==> config.mk <==
export PLATFORM = sky130hd
export DESIGN_NAME = pipe_stage_reg
export DESIGN_NICKNAME = d
export VERILOG_FILES = /design/src/rtl/pipe_stage_reg.sv
export SDC_FILE = /design/constraint.sdc
export NUM_CORES = 1
export LEC_CHECK = 0
export ABC_AREA = 1
export CAP_MARGIN = 20
export CORE_AREA = 4 4 141 143
export CTS_BUF_LIST = sky130_fd_sc_hd__clkbuf_16
export DETAILED_ROUTE_END_ITERATION = 7
export DIE_AREA = 0 0 145 147
export PLACE_DENSITY = 0.81
export SYNTH_ARGS = -nofsm -noshare
export SYNTH_HDL_FRONTEND = slang
export SYNTH_SLANG_ARGS = --single-unit
==> constraint.sdc <==
create_clock -name clk -period 1.3 [get_ports clk]
set_input_delay 0.13 -clock clk [delete_from_list [all_inputs] [get_ports clk]]
set_output_delay 0.13 -clock clk [all_outputs]
set_load 0.005 [all_outputs]
==> src/rtl/pipe_stage_reg.sv <==
// Parametrised inter-stage pipeline register (D/E, E/M, M/W) with stall-hold,
// bubble insertion, write-enable sanitising, Tnew countdown and a stall counter.
module pipe_stage_reg #(
    parameter int unsigned DATA_W           = 32,
    parameter int unsigned REG_W            = 5,
    parameter int unsigned TNEW_W           = 2,
    parameter bit          TNEW_DEC         = 1'b1,
    parameter bit          KEEP_PC_ON_FLUSH = 1'b1,
    parameter int unsigned CNT_W            = 8
) (
    input  logic              clk,
    input  logic              reset,
    input  logic              stall,
    input  logic              flush,
    input  logic              valid_in,
    input  logic [DATA_W-1:0] instr_in,
    input  logic [DATA_W-1:0] pc8_in,
    input  logic [DATA_W-1:0] v1_in,
    input  logic [DATA_W-1:0] v2_in,
    input  logic [DATA_W-1:0] ext_in,
    input  logic [REG_W-1:0]  a1_in,
    input  logic [REG_W-1:0]  a2_in,
    input  logic [REG_W-1:0]  a3_in,
    input  logic              we_in,
    input  logic [TNEW_W-1:0] tnew_in,
    output logic              valid_out,
    output logic [DATA_W-1:0] instr_out,
    output logic [DATA_W-1:0] pc8_out,
    output logic [DATA_W-1:0] v1_out,
    output logic [DATA_W-1:0] v2_out,
    output logic [DATA_W-1:0] ext_out,
    output logic [REG_W-1:0]  a1_out,
    output logic [REG_W-1:0]  a2_out,
    output logic [REG_W-1:0]  a3_out,
    output logic              we_out,
    output logic [TNEW_W-1:0] tnew_out,
    output logic [CNT_W-1:0]  stall_cnt
);

    logic              valid_q, valid_d;
    logic [DATA_W-1:0] instr_q, instr_d;
    logic [DATA_W-1:0] pc8_q,   pc8_d;
    logic [DATA_W-1:0] v1_q,    v1_d;
    logic [DATA_W-1:0] v2_q,    v2_d;
    logic [DATA_W-1:0] ext_q,   ext_d;
    logic [REG_W-1:0]  a1_q,    a1_d;
    logic [REG_W-1:0]  a2_q,    a2_d;
    logic [REG_W-1:0]  a3_q,    a3_d;
    logic              we_q,    we_d;
    logic [TNEW_W-1:0] tnew_q,  tnew_d;
    logic [CNT_W-1:0]  cnt_q,   cnt_d;

    always_comb begin
        valid_d = valid_q;
        instr_d = instr_q;
        pc8_d   = pc8_q;
        v1_d    = v1_q;
        v2_d    = v2_q;
        ext_d   = ext_q;
        a1_d    = a1_q;
        a2_d    = a2_q;
        a3_d    = a3_q;
        we_d    = we_q;
        tnew_d  = tnew_q;
        cnt_d   = cnt_q;
        if (flush) begin
            valid_d = 1'b0;
            instr_d = '0;
            pc8_d   = KEEP_PC_ON_FLUSH ? pc8_in : '0;
            v1_d    = '0;
            v2_d    = '0;
            ext_d   = '0;
            a1_d    = '0;
            a2_d    = '0;
            a3_d    = '0;
            we_d    = 1'b0;
            tnew_d  = '0;
            cnt_d   = '0;
        end else if (stall) begin
            if (cnt_q != {CNT_W{1'b1}}) begin
                cnt_d = cnt_q + CNT_W'(1);
            end
        end else begin
            valid_d = valid_in;
            instr_d = instr_in;
            pc8_d   = pc8_in;
            v1_d    = v1_in;
            v2_d    = v2_in;
            ext_d   = ext_in;
            a1_d    = a1_in;
            a2_d    = a2_in;
            // Invalid slots and writes to $0 must never reach the register file.
            a3_d    = valid_in ? a3_in : '0;
            we_d    = we_in & valid_in & (a3_in != '0);
            if (!valid_in) begin
                tnew_d = '0;
            end else if (TNEW_DEC) begin
                tnew_d = (tnew_in == '0) ? '0 : tnew_in - TNEW_W'(1);
            end else begin
                tnew_d = tnew_in;
            end
            cnt_d   = '0;
        end
    end

    always_ff @(posedge clk) begin
        if (reset) begin
            valid_q <= 1'b0;
            instr_q <= '0;
            pc8_q   <= '0;
            v1_q    <= '0;
            v2_q    <= '0;
            ext_q   <= '0;
            a1_q    <= '0;
            a2_q    <= '0;
            a3_q    <= '0;
            we_q    <= 1'b0;
            tnew_q  <= '0;
            cnt_q   <= '0;
        end else begin
            valid_q <= valid_d;
            instr_q <= instr_d;
            pc8_q   <= pc8_d;
            v1_q    <= v1_d;
            v2_q    <= v2_d;
            ext_q   <= ext_d;
            a1_q    <= a1_d;
            a2_q    <= a2_d;
            a3_q    <= a3_d;
            we_q    <= we_d;
            tnew_q  <= tnew_d;
            cnt_q   <= cnt_d;
        end
    end

    assign valid_out = valid_q;
    assign instr_out = instr_q;
    assign pc8_out   = pc8_q;
    assign v1_out    = v1_q;
    assign v2_out    = v2_q;
    assign ext_out   = ext_q;
    assign a1_out    = a1_q;
    assign a2_out    = a2_q;
    assign a3_out    = a3_q;
    assign we_out    = we_q;
    assign tnew_out  = tnew_q;
    assign stall_cnt = cnt_q;

endmodule

---- After elaboration in Yosys (flattened, before gate mapping) ----
Index checks and enable logic that the tools add are counted.
operators by class
  add/sub/neg operators ................... 2
  mux-type cells .......................... 5
  equal/unequal tests ..................... 2
  reductions and logical operators ........ 4
  bitwise gates (word level) .............. 3
operator list
  kind                                                    count
  2-to-1 mux 32 bit                                       2
  adder 8 x 1 -> 8 bit (second input constant)            1
  inequality test 8 bit (second input constant)           1
  2-to-1 mux 5 bit                                        1
  nonzero test 5 bit                                      1
  2-to-1 mux 2 bit                                        2
  OR reduction 3 bit                                      1
  AND 1 bit                                               2
  logical NOT 2 bit                                       1
  inequality test 2 x 1 -> 1 bit (second input constant)  1
  OR reduction 2 bit                                      1
  subtractor 2 x 1 -> 2 bit (second input constant)       1
  inverter 1 bit                                          1
storage, ports and cells
  register bits ........................... 187
  word-level logic and storage cells ...... 28
  input port bits ......................... 183

---- Logic depth before layout (Yosys ltp) ----
Gate-level depths: netlist of the first run.
  depth after elaboration ................. 3
  mapped depth ............................ 7
  mapped depth without buffers ............ 7

---- Least setup slack after synthesis of the first run ----
No wires, ideal clock.
  kind .................................... register to register
  from .................................... register cnt_q[0], in the netlist stall_cnt[0]
  to ...................................... register cnt_q[2], in the netlist stall_cnt[2]
  stages on the path, launching flop included .. 8
  path buffers ............................ 0
  setup time .............................. 0.057 ns
  data arrival time ....................... 1.157 ns
  setup slack ............................. 0.086 ns
  cell sequence ........................... dfxtp_1 -> ha_1 -> nand2_1 -> nor2_1 -> nand2_1 -> nand2_1 -> o211ai_1 -> inv_1
on the way
  word-level cells in the longest chain between the ends .. 1
  elaborated cells on any way between the ends .. 2
RTL lines
  item                                                           line    RTL
  from (decl)                                                    51      logic [CNT_W-1:0] cnt_q, cnt_d;
  from (signal assigned)                                         132     cnt_q <= cnt_d;
  adder 8 x 1 -> 8 bit or inequality test 8 bit (tied branches)  81, 80
Parallel ways exist; a longest one is shown, timed or not.
A chain may end at the register's enable or synchronous reset.

---- Worst setup path after layout of the first run ----
  from .................................... register cnt_q[0], in the netlist stall_cnt[0]
  to ...................................... output stall_cnt[0]
RTL lines
  item       line  RTL
  to (decl)  37    output logic [CNT_W-1:0] stall_cnt
No word-level cell between the ends.

==> results of run 1 <==
-- cells by family after synthesis --
group                    after synthesis  synth area share
AO/OA/AOI/OAI                        185             0.143
adder cells (fa/ha/maj)                1           0.00191
buffers and inverters                 74            0.0546
flip-flops                           187             0.572
AND/OR/NAND/NOR                      393             0.229
-- repair_timing --
action,CTS,global route
endpoints found under the setup margin,187,8
hold endpoints to repair,0,0
gates resized for setup,209,7
pin swaps,0,1
cloned,0,0
-- cell usage in the layout, fill, tap and decap left out, drive strengths merged, types with 2 or more instances in the layout --
cell and n:
nand2 372, dfxtp 187, dlygate4sd2 185, clkdlybuf4s50 181, a21oi 173, buf 29
inv 25, clkbuf 17, nor2 11, nand3 9, o21ai 7, clkinv 6
a31oi 3, clkinvlp 2, clkdlybuf4s15 2
-- metrics by stage --
step	setup WS [ns]	instances	instance area, sq um
floorplan	0.0860	840	6550
global placement	-0.167	1415	10600
detailed placement	-0.196	1415	10600
CTS	0.0120	1447	10900
global route	0.00512	1447	11000
finish	0.0486	1447	11000
-- power groups by stage --
stage                     sequential, mW  combinational, mW  clock [mW]
after detailed placement            6.16               1.67           0
final                               6.02               1.53        4.97
after floorplan                     6.18              0.492           0
after global placement              6.15               1.66           0
after global routing                6.05               1.66        5.32
after CTS                           6.02               1.54        5.09
-- critical path: stages, from the launching register on --
cell	delay (ns)
dfxtp_1	0.34
buf_4	0.13
clkdlybuf4s15_1	0.24
-- cell type report --
cell class | count | area [sq um]
fillers | 1692 | 7620
repair buffers | 397 | 3790
flip-flops and latches | 187 | 3770
multi-input cells | 579 | 2460
clock buffers | 17 | 425
well taps | 234 | 293
clock inverters | 15 | 135
inverters | 18 | 72.6
-- state kept, by name, summed over array words and instances (netlist names) --
register and flops:
ext_out 32, instr_out 32, pc8_out 32, v1_out 32, v2_out 32, stall_cnt 8, a1_out 5, a2_out 5
a3_out 5, tnew_out 2, valid_out 1, we_out 1
-- final timing paths --
path                start      endpoint  cells past startpoint
min                 stall  instr_out[8]                      4
max reg2reg  stall_cnt[0]  stall_cnt[1]                      6
min reg2reg     a3_out[3]     a3_out[3]                      2
max          stall_cnt[0]  stall_cnt[0]                      2
-- per-layer routing --
metal | wire, um | part of all wire | track usage | up-vias
li1 | - | - | - | 3399
met1 | 8570 | 0.39 | 0.215 | 3043
met2 | 10600 | 0.49 | 0.336 | 275
met3 | 1880 | 0.086 | 0.0771 | 45
met4 | 779 | 0.036 | 0.0860 | 0
met5 | 0 | 0 | 0 | -
==> metrics.yaml, run 1 <==
seqPwrFrac: 0.481
synth_ff_type: "dfxtp_1"
ys_seq_area_frac: 0.572
cp-start-kind: "flip-flop"
status: "finished, final reports clean"
antenna_cells: 0
start_util: 0.353
p_total_mw: 12.5
io_pins: 370
tns_ns: 0
h-tree-depth: 4
p_sw_frac: 0.253
synthTopCellsByArea: "dfxtp_1 57%, nand2_1 21%, a21oi_1 13%"
drt_iter0_markers: 279
yosys-top-cells-count: "372 x nand2_1, 187 x dfxtp_1, 173 x a21oi_1"
worst_pin_slew_ns: 0.468
drt_wl_total_mm: 21.8
via_per_inst: 4.67
drt.antenna.violating_nets: 0
worstSetupPathType: "reg2out"
post-cts-setup-buffer-count: 0
clkPwrFrac: 0.397
worstPathArrival_ns: 1.12
ctsHoldBuffers: 0
crit_fanout: 4
clock_latency_ns: 0.42
slew-limit-headroom: 0.687
syn_inst: 840
num_vias: 6762
synth_nets: 1024
antenna_found_initial: 0
drtPass1Iterations: 4
p_leak_nw: 5.03
globalRoute.totalOverflow: 0
peakVddDrop_v: 0.000829
hold_slack_ns: 0.181
syn_area_sq_um: 6550
powerDensity_nw_per_um2: 1140
synth_cell_types: 21
yosys_warnings: 0
r2r_slack_ns: 0.14
setup_viol: 0
grt_pass1_vias: 6495
cp-end-kind: "output pin"
slew_viol_final: 0
fp.coreArea_sq_um: 18600
cts.path.max_buffers: 2
rows: 50
die_h_um: 147
grt_max_degree: 64
hold_class: "in2reg"
tritoncts: "done"
layout-drive-gt1-share: 0.0758
synth.top_cell.area_share: 0.572
async_flop_share: 0
synth_most_common_cell: "nand2_1"
cts.sinks: 187
routabilityCongestion: 0.832
cts_made_buffers: 17
rsz0062_at_grt: "false"
avgRoutedWirePerCell_um: 15.1
drc: 0
synth_edf_count: 0
synth-seq-cells: 187
grtUsageTotal: 0.196
p_int_mw: 9.35
dp_hpwl_mm: 16.2
portBuffers: 369
min_period_ns: 1.25
die_area_sq_um: 21300
syn_to_final_growth_pct: 67.3
die_width_um: 145
final_util: 0.590
fmax_mhz: 799
power.net_switching_mw: 3.17
cts_root_buffer: "clkbuf_16"
required_ns: 1.17
post-route-period-util: 0.963
fin_skew_ns: 0.00544
clk_pin_slew_ns: 0.07
power_frac_comb: 0.122
yosysTopAreaCell: "dfxtp_1"
grt_pass1_wl_mm: 33.8
maxCapViolations: 0
hold_violations: 0
nets: 1384
syn_area_per_cell_sq_um: 7.80
(Power assumes the default switching activity.)
==> run 2: changes to the inputs <==
--- a/config.mk
+++ b/config.mk
@@ -7,10 +7,12 @@
 export LEC_CHECK = 0
 export ABC_AREA = 1
 export CAP_MARGIN = 20
-export CORE_AREA = 4 4 141 143
+export CORE_AREA = 5 5 142 144
 export CTS_BUF_LIST = sky130_fd_sc_hd__clkbuf_16
+export CTS_CLUSTER_SIZE = 25
 export DETAILED_ROUTE_END_ITERATION = 7
-export DIE_AREA = 0 0 145 147
+export DIE_AREA = 0 0 147 149
+export MAX_ROUTING_LAYER = met4
 export PLACE_DENSITY = 0.81
 export SYNTH_ARGS = -nofsm -noshare
 export SYNTH_HDL_FRONTEND = slang
==> run 2 against run 1 <==
  * Critical endpoint is now stall_cnt[2]
  * Sequential power is essentially flat
  * Cell area fell by 0.58%
  * Non-clock buffer count down 2
  * Sequential share of layout area up 0.098 points
  * Core utilization shrank 0.34 points
  * Critical path type unchanged
==> metrics.yaml, run 2 (synthesized netlist as in run 1, its figures left out) <==
min_period_ns: 1.24  # -0.0139 ns
tritoncts: "done"
crit_fanout: 5  # +1
drtPass1Iterations: 4  # unchanged
drt.antenna.violating_nets: 0  # unchanged
p_leak_nw: 5.01  # -0.41%
routabilityCongestion: 0.812  # -2.5%
crit_start: "stall_cnt[2]"
fmax_mhz: 808  # +1.1%
clkPwrFrac: 0.400  # +0.003
slowest_stage: "dfxtp_1"
num_vias: 6714  # -0.71%
cts_root_buffer: "clkbuf_16"
nets: 1382  # -0.14%
worstSetupPathType: "reg2out"
dp_hpwl_mm: 16.4  # +1.1%
fp.coreArea_sq_um: 18600  # unchanged
status: "finished, final reports clean"
cts_made_buffers: 17  # unchanged
syn_to_final_growth_pct: 66.3
multi_input_area_sq_um: 2450  # -0.41%
highest_layer: "met4"
drt_iter0_markers: 257  # -7.9%
maxCapViolations: 0  # unchanged
peakVddDrop_v: 0.000840  # +1.3%
register_area_sq_um: 3760  # -0.30%
die_area_sq_um: 21900  # +2.8%
post-route-period-util: 0.952  # -0.0107
crit_family: "flip-flops"
antenna_found_initial: 0  # unchanged
powerDensity_nw_per_um2: 1150  # +0.85%
p_sw_frac: 0.244  # -0.00964
wl_met1_mm: 8.66  # +1.2%
routed-wl-met3_mm: 2.04  # +8.6%
layout_commonest_cell: "nand2_1"
slew_viol_final: 0  # unchanged
max_stage_delay_ns: 0.40  # +0.06 ns
grtUsageTotal: 0.198  # +0.00220
grt_pass1_vias: 6594  # +1.5%
power_frac_comb: 0.121  # about the same
hold_class: "in2reg"
crit_chain: "dlygate4sd2_1"
cp-start-kind: "flip-flop"
cp.buffers_inverters: 1  # -1
p_total_mw: 12.6  # +0.26%
worstPathArrival_ns: 1.11  # about the same
power.net_switching_mw: 3.06  # -3.6%
required_ns: 1.17  # about the same
p_int_mw: 9.49  # +1.6%
cts.path.max_buffers: 2  # unchanged
hp-start: "stall"
avgRoutedWirePerCell_um: 15.3  # +1.6%
antenna_cells: 0  # unchanged
drc: 0  # unchanged
hold_slack_ns: 0.216  # +0.0351 ns
rr_startpoint: "stall_cnt[1]"
worst_pin_slew_ns: 0.639  # +0.171 ns
route.met2.wl_mm: 11.0  # +3.8%
via_per_inst: 4.65  # -0.57%
grt_max_degree: 139  # +120%
portBuffers: 369  # unchanged
rows: 50  # unchanged
final_cell_mix: "371 x nand2_1, 185 x dlygate4sd2_1, 181 x clkdlybuf4s50_1"
cp-end-kind: "output pin"
drt_wl_total_mm: 22.1  # +1.5%
die_h_um: 149  # +1.4%
h-tree-depth: 4  # unchanged
setup_viol: 0  # unchanged
globalRoute.totalOverflow: 0  # unchanged
io_pins: 370  # unchanged
clock_latency_ns: 0.42  # about the same
start_util: 0.353  # unchanged
clk_pin_slew_ns: 0.07  # about the same
slew-limit-headroom: 0.574  # -0.114
fin_skew_ns: 0.00200  # -0.00344 ns
layout-drive-gt1-share: 0.0644  # -0.0114
seqPwrFrac: 0.480  # about the same
n_fill_cell: 1685  # -0.41%
cts.sinks: 187  # unchanged
die_width_um: 147  # +1.4%
grt_pass1_wl_mm: 33.8  # +0.10%
hold_violations: 0  # unchanged
final_util: 0.586  # -0.00343
==> run 2: cell type report <==
class                           instances  area share
Inverter                               18     0.00666
Tap cell                              234      0.0269
Timing Repair Buffer                  395       0.344
Clock buffer                           17      0.0391
Clock inverter                         15      0.0126
Sequential cell                       187       0.345
Multi-Input combinational cell        579       0.225
==> run 2: worst paths after layout <==
| check | slack [ns] | end | cells after the start |
|---|---|---|---|
| worst max register to register | 0.13 | stall_cnt[1] | 6 |
| worst min register to register | 0.45 | valid_out | 2 |
| worst min-delay path | 0.22 | valid_out | 4 |
| worst max-delay path | 0.06 | stall_cnt[2] | 1 |
==> run 2: through the flow <==
step                cell area (sq um)  instances  setup slack (ns)  setup TNS [ns]
floorplan                        6550        840            0.0860               0
detailed placement              10500       1413            -0.135          -13.89
global route                    10900       1445           -0.0137         -0.0137
global placement                10500       1413            -0.127          -11.60
finish                          10900       1445            0.0625               0
CTS                             10900       1445            0.0355               0
==> run 2: power by group through the flow <==
| stage | sequential, mW | clock [mW] | combinational (mW) |
|---|---|---|---|
| floorplan | 6.18 | 0 | 0.492 |
| global placement | 6.15 | 0 | 1.65 |
| detailed placement | 6.16 | 0 | 1.66 |
| CTS | 6.02 | 5.17 | 1.53 |
| global route | 6.05 | 5.40 | 1.65 |
| finish | 6.02 | 5.02 | 1.51 |
==> run 2: metal layers <==
metal  GRT usage  vias to the layer above
met5           -                        -
met3      0.0793                       25
met2       0.343                      265
met1       0.208                     3030
li1            -                     3394
met4      0.0596                        0
==> run 2: what timing repair did <==
item                                    in CTS  in global routing
gates resized for setup                    202                  3
buffers inserted                             0                  0
hold buffers                                 0                  0
endpoints found under the setup margin     187                  8
==> run 3: changes to the inputs <==
--- a/config.mk
+++ b/config.mk
@@ -7,13 +7,16 @@
 export LEC_CHECK = 0
 export ABC_AREA = 1
 export CAP_MARGIN = 20
-export CORE_AREA = 5 5 142 144
+export CELL_PAD_IN_SITES_DETAIL_PLACEMENT = 0
+export CELL_PAD_IN_SITES_GLOBAL_PLACEMENT = 1
+export CORE_AREA = 5 5 139 141
 export CTS_BUF_LIST = sky130_fd_sc_hd__clkbuf_16
 export CTS_CLUSTER_SIZE = 25
 export DETAILED_ROUTE_END_ITERATION = 7
-export DIE_AREA = 0 0 147 149
+export DIE_AREA = 0 0 144 146
+export DONT_BUFFER_PORTS = 1
 export MAX_ROUTING_LAYER = met4
-export PLACE_DENSITY = 0.81
+export PLACE_DENSITY = 0.75
 export SYNTH_ARGS = -nofsm -noshare
 export SYNTH_HDL_FRONTEND = slang
 export SYNTH_SLANG_ARGS = --single-unit
==> run 3 against run 2 <==
  * The flow now stops in clock tree synthesis (4_1_cts)
  * Synthesized area did not move
  * Synthesized cell count did not move
==> metrics.yaml, run 3 <==
cts.sinks: 187  # unchanged
syn_inst: 840  # unchanged
portBuffers: 0  # -100%
ctsHoldBuffers: 212  # +212
cts_root_buffer: "clkbuf_16"
rows: 49  # -2.0%
yosysTopAreaCell: "dfxtp_1"
error_line: "[ERROR RSZ-0060] Max buffer count reached."
yosys-top-cells-count: "372 x nand2_1, 187 x dfxtp_1, 173 x a21oi_1"
syn_area_sq_um: 6550  # unchanged
start_util: 0.367  # +0.0146
routabilityCongestion: 0.809  # -0.30%
ys_seq_area_frac: 0.572  # unchanged
post-cts-setup-buffer-count: 0  # unchanged
synth_nets: 1024  # unchanged
die_h_um: 146  # -2.0%
dp_hpwl_mm: 13.6  # -17%
synthTopCellsByArea: "dfxtp_1 57%, nand2_1 21%, a21oi_1 13%"
synth_ff_type: "dfxtp_1"
cts.repair.resized: 0  # -100%
h-tree-depth: 4  # unchanged
yosys_warnings: 0  # unchanged
syn_area_per_cell_sq_um: 7.80  # unchanged
status: "aborted with a tool error"
synth-seq-cells: 187  # unchanged
synth_most_common_cell: "nand2_1"
cts.path.max_buffers: 2  # unchanged
io_pins: 370  # unchanged
synth.top_cell.area_share: 0.572  # unchanged
synth_edf_count: 0  # unchanged
die_width_um: 144  # -2.0%
haltStage: "clock tree synthesis (4_1_cts)"
cts_made_buffers: 17  # unchanged
async_flop_share: 0  # unchanged
synth_cell_types: 21  # unchanged
run 3: cell counts after synthesis:
Identical to the previous run, type by type.
run 3: kinds of logic after synthesis:
family | after synthesis | synth area share
fa+ha+maj | 1 | 0.00191
flops | 187 | 0.572
buf+inv | 74 | 0.0546
compound gates | 185 | 0.143
simple gates | 393 | 0.229
run 3: metrics by stage:
stage | area (sq um) | cells | hold WS, ns | worst slack, ns | util
floorplan | 6550 | 840 | 0.233 | 0.0860 | -
global placement | 6700 | 1026 | 0.203 | 0.100 | 0.375
detailed placement | 6700 | 1026 | 0.204 | 0.0866 | 0.375
==> run 4: changes to the inputs <==
==> config.mk (replaced) <==
export PLATFORM = sky130hd
export DESIGN_NAME = pipe_stage_reg
export DESIGN_NICKNAME = d
export VERILOG_FILES = /design/src/rtl/pipe_stage_reg.sv
export SDC_FILE = /design/constraint.sdc
export NUM_CORES = 1
export LEC_CHECK = 0
export ABC_AREA = 1
export CAP_MARGIN = 20
export CORE_AREA = 5 5 142 144
export DETAILED_ROUTE_END_ITERATION = 7
export DIE_AREA = 0 0 147 149
export DONT_BUFFER_PORTS = 1
export PLACE_DENSITY_LB_ADDON = 0.15
export SYNTH_ARGS = -nofsm -noshare
export SYNTH_HDL_FRONTEND = slang
export SYNTH_SLANG_ARGS = --single-unit
==> run 4 against run 3 <==
  * The run again fails in clock tree synthesis (4_1_cts)
  * Synthesized cell count unchanged
  * Synthesized area unchanged
==> metrics.yaml, run 4 <==
yosysTopAreaCell: "dfxtp_1"
cts.sinks: 187  # unchanged
syn_inst: 840  # unchanged
synth_nets: 1024  # unchanged
cts.path.max_buffers: 2  # unchanged
synth_most_common_cell: "nand2_1"
start_util: 0.353  # -0.0146
synth_ff_type: "dfxtp_1"
die_width_um: 147  # +2.1%
synth_cell_types: 21  # unchanged
haltStage: "clock tree synthesis (4_1_cts)"
h-tree-depth: 4  # unchanged
cts_made_buffers: 17  # unchanged
error_line: "[ERROR RSZ-0060] Max buffer count reached."
synth.top_cell.area_share: 0.572  # unchanged
synth-seq-cells: 187  # unchanged
io_pins: 370  # unchanged
portBuffers: 0  # unchanged
routabilityCongestion: 0.795  # -1.8%
dp.cells: 1031  # +0.49%
dp_hpwl_mm: 13.6  # about the same
place_ws_ns: 0.0871  # +0.000527 ns
ctsHoldBuffers: 213  # +0.47%
rows: 50  # +2.0%
cts_root_buffer: "clkbuf_16"
ys_seq_area_frac: 0.572  # unchanged
async_flop_share: 0  # unchanged
post-cts-setup-buffer-count: 0  # unchanged
cts.repair.resized: 0  # unchanged
syn_area_sq_um: 6550  # unchanged
yosys_warnings: 0  # unchanged
synthTopCellsByArea: "dfxtp_1 57%, nand2_1 21%, a21oi_1 13%"
yosys-top-cells-count: "372 x nand2_1, 187 x dfxtp_1, 173 x a21oi_1"
syn_area_per_cell_sq_um: 7.80  # unchanged
die_h_um: 149  # +2.1%
status: "aborted with a tool error"
synth_edf_count: 0  # unchanged
run 4: cell counts after synthesis:
Identical to the previous run, type by type.
run 4: logic make-up after synthesis:
| group | share of synthesized area |
|---|---|
| AND/OR/NAND/NOR | 0.229 |
| flip-flops | 0.572 |
| AO/OA/AOI/OAI | 0.143 |
| buffers and inverters | 0.0546 |
| adder cells (fa/ha/maj) | 0.00191 |
run 4: metrics by stage:
| stage | util | instance area [sq um] |
|---|---|---|
| detailed placement | 0.361 | 6710 |
| floorplan | - | 6550 |
| global placement | 0.361 | 6710 |
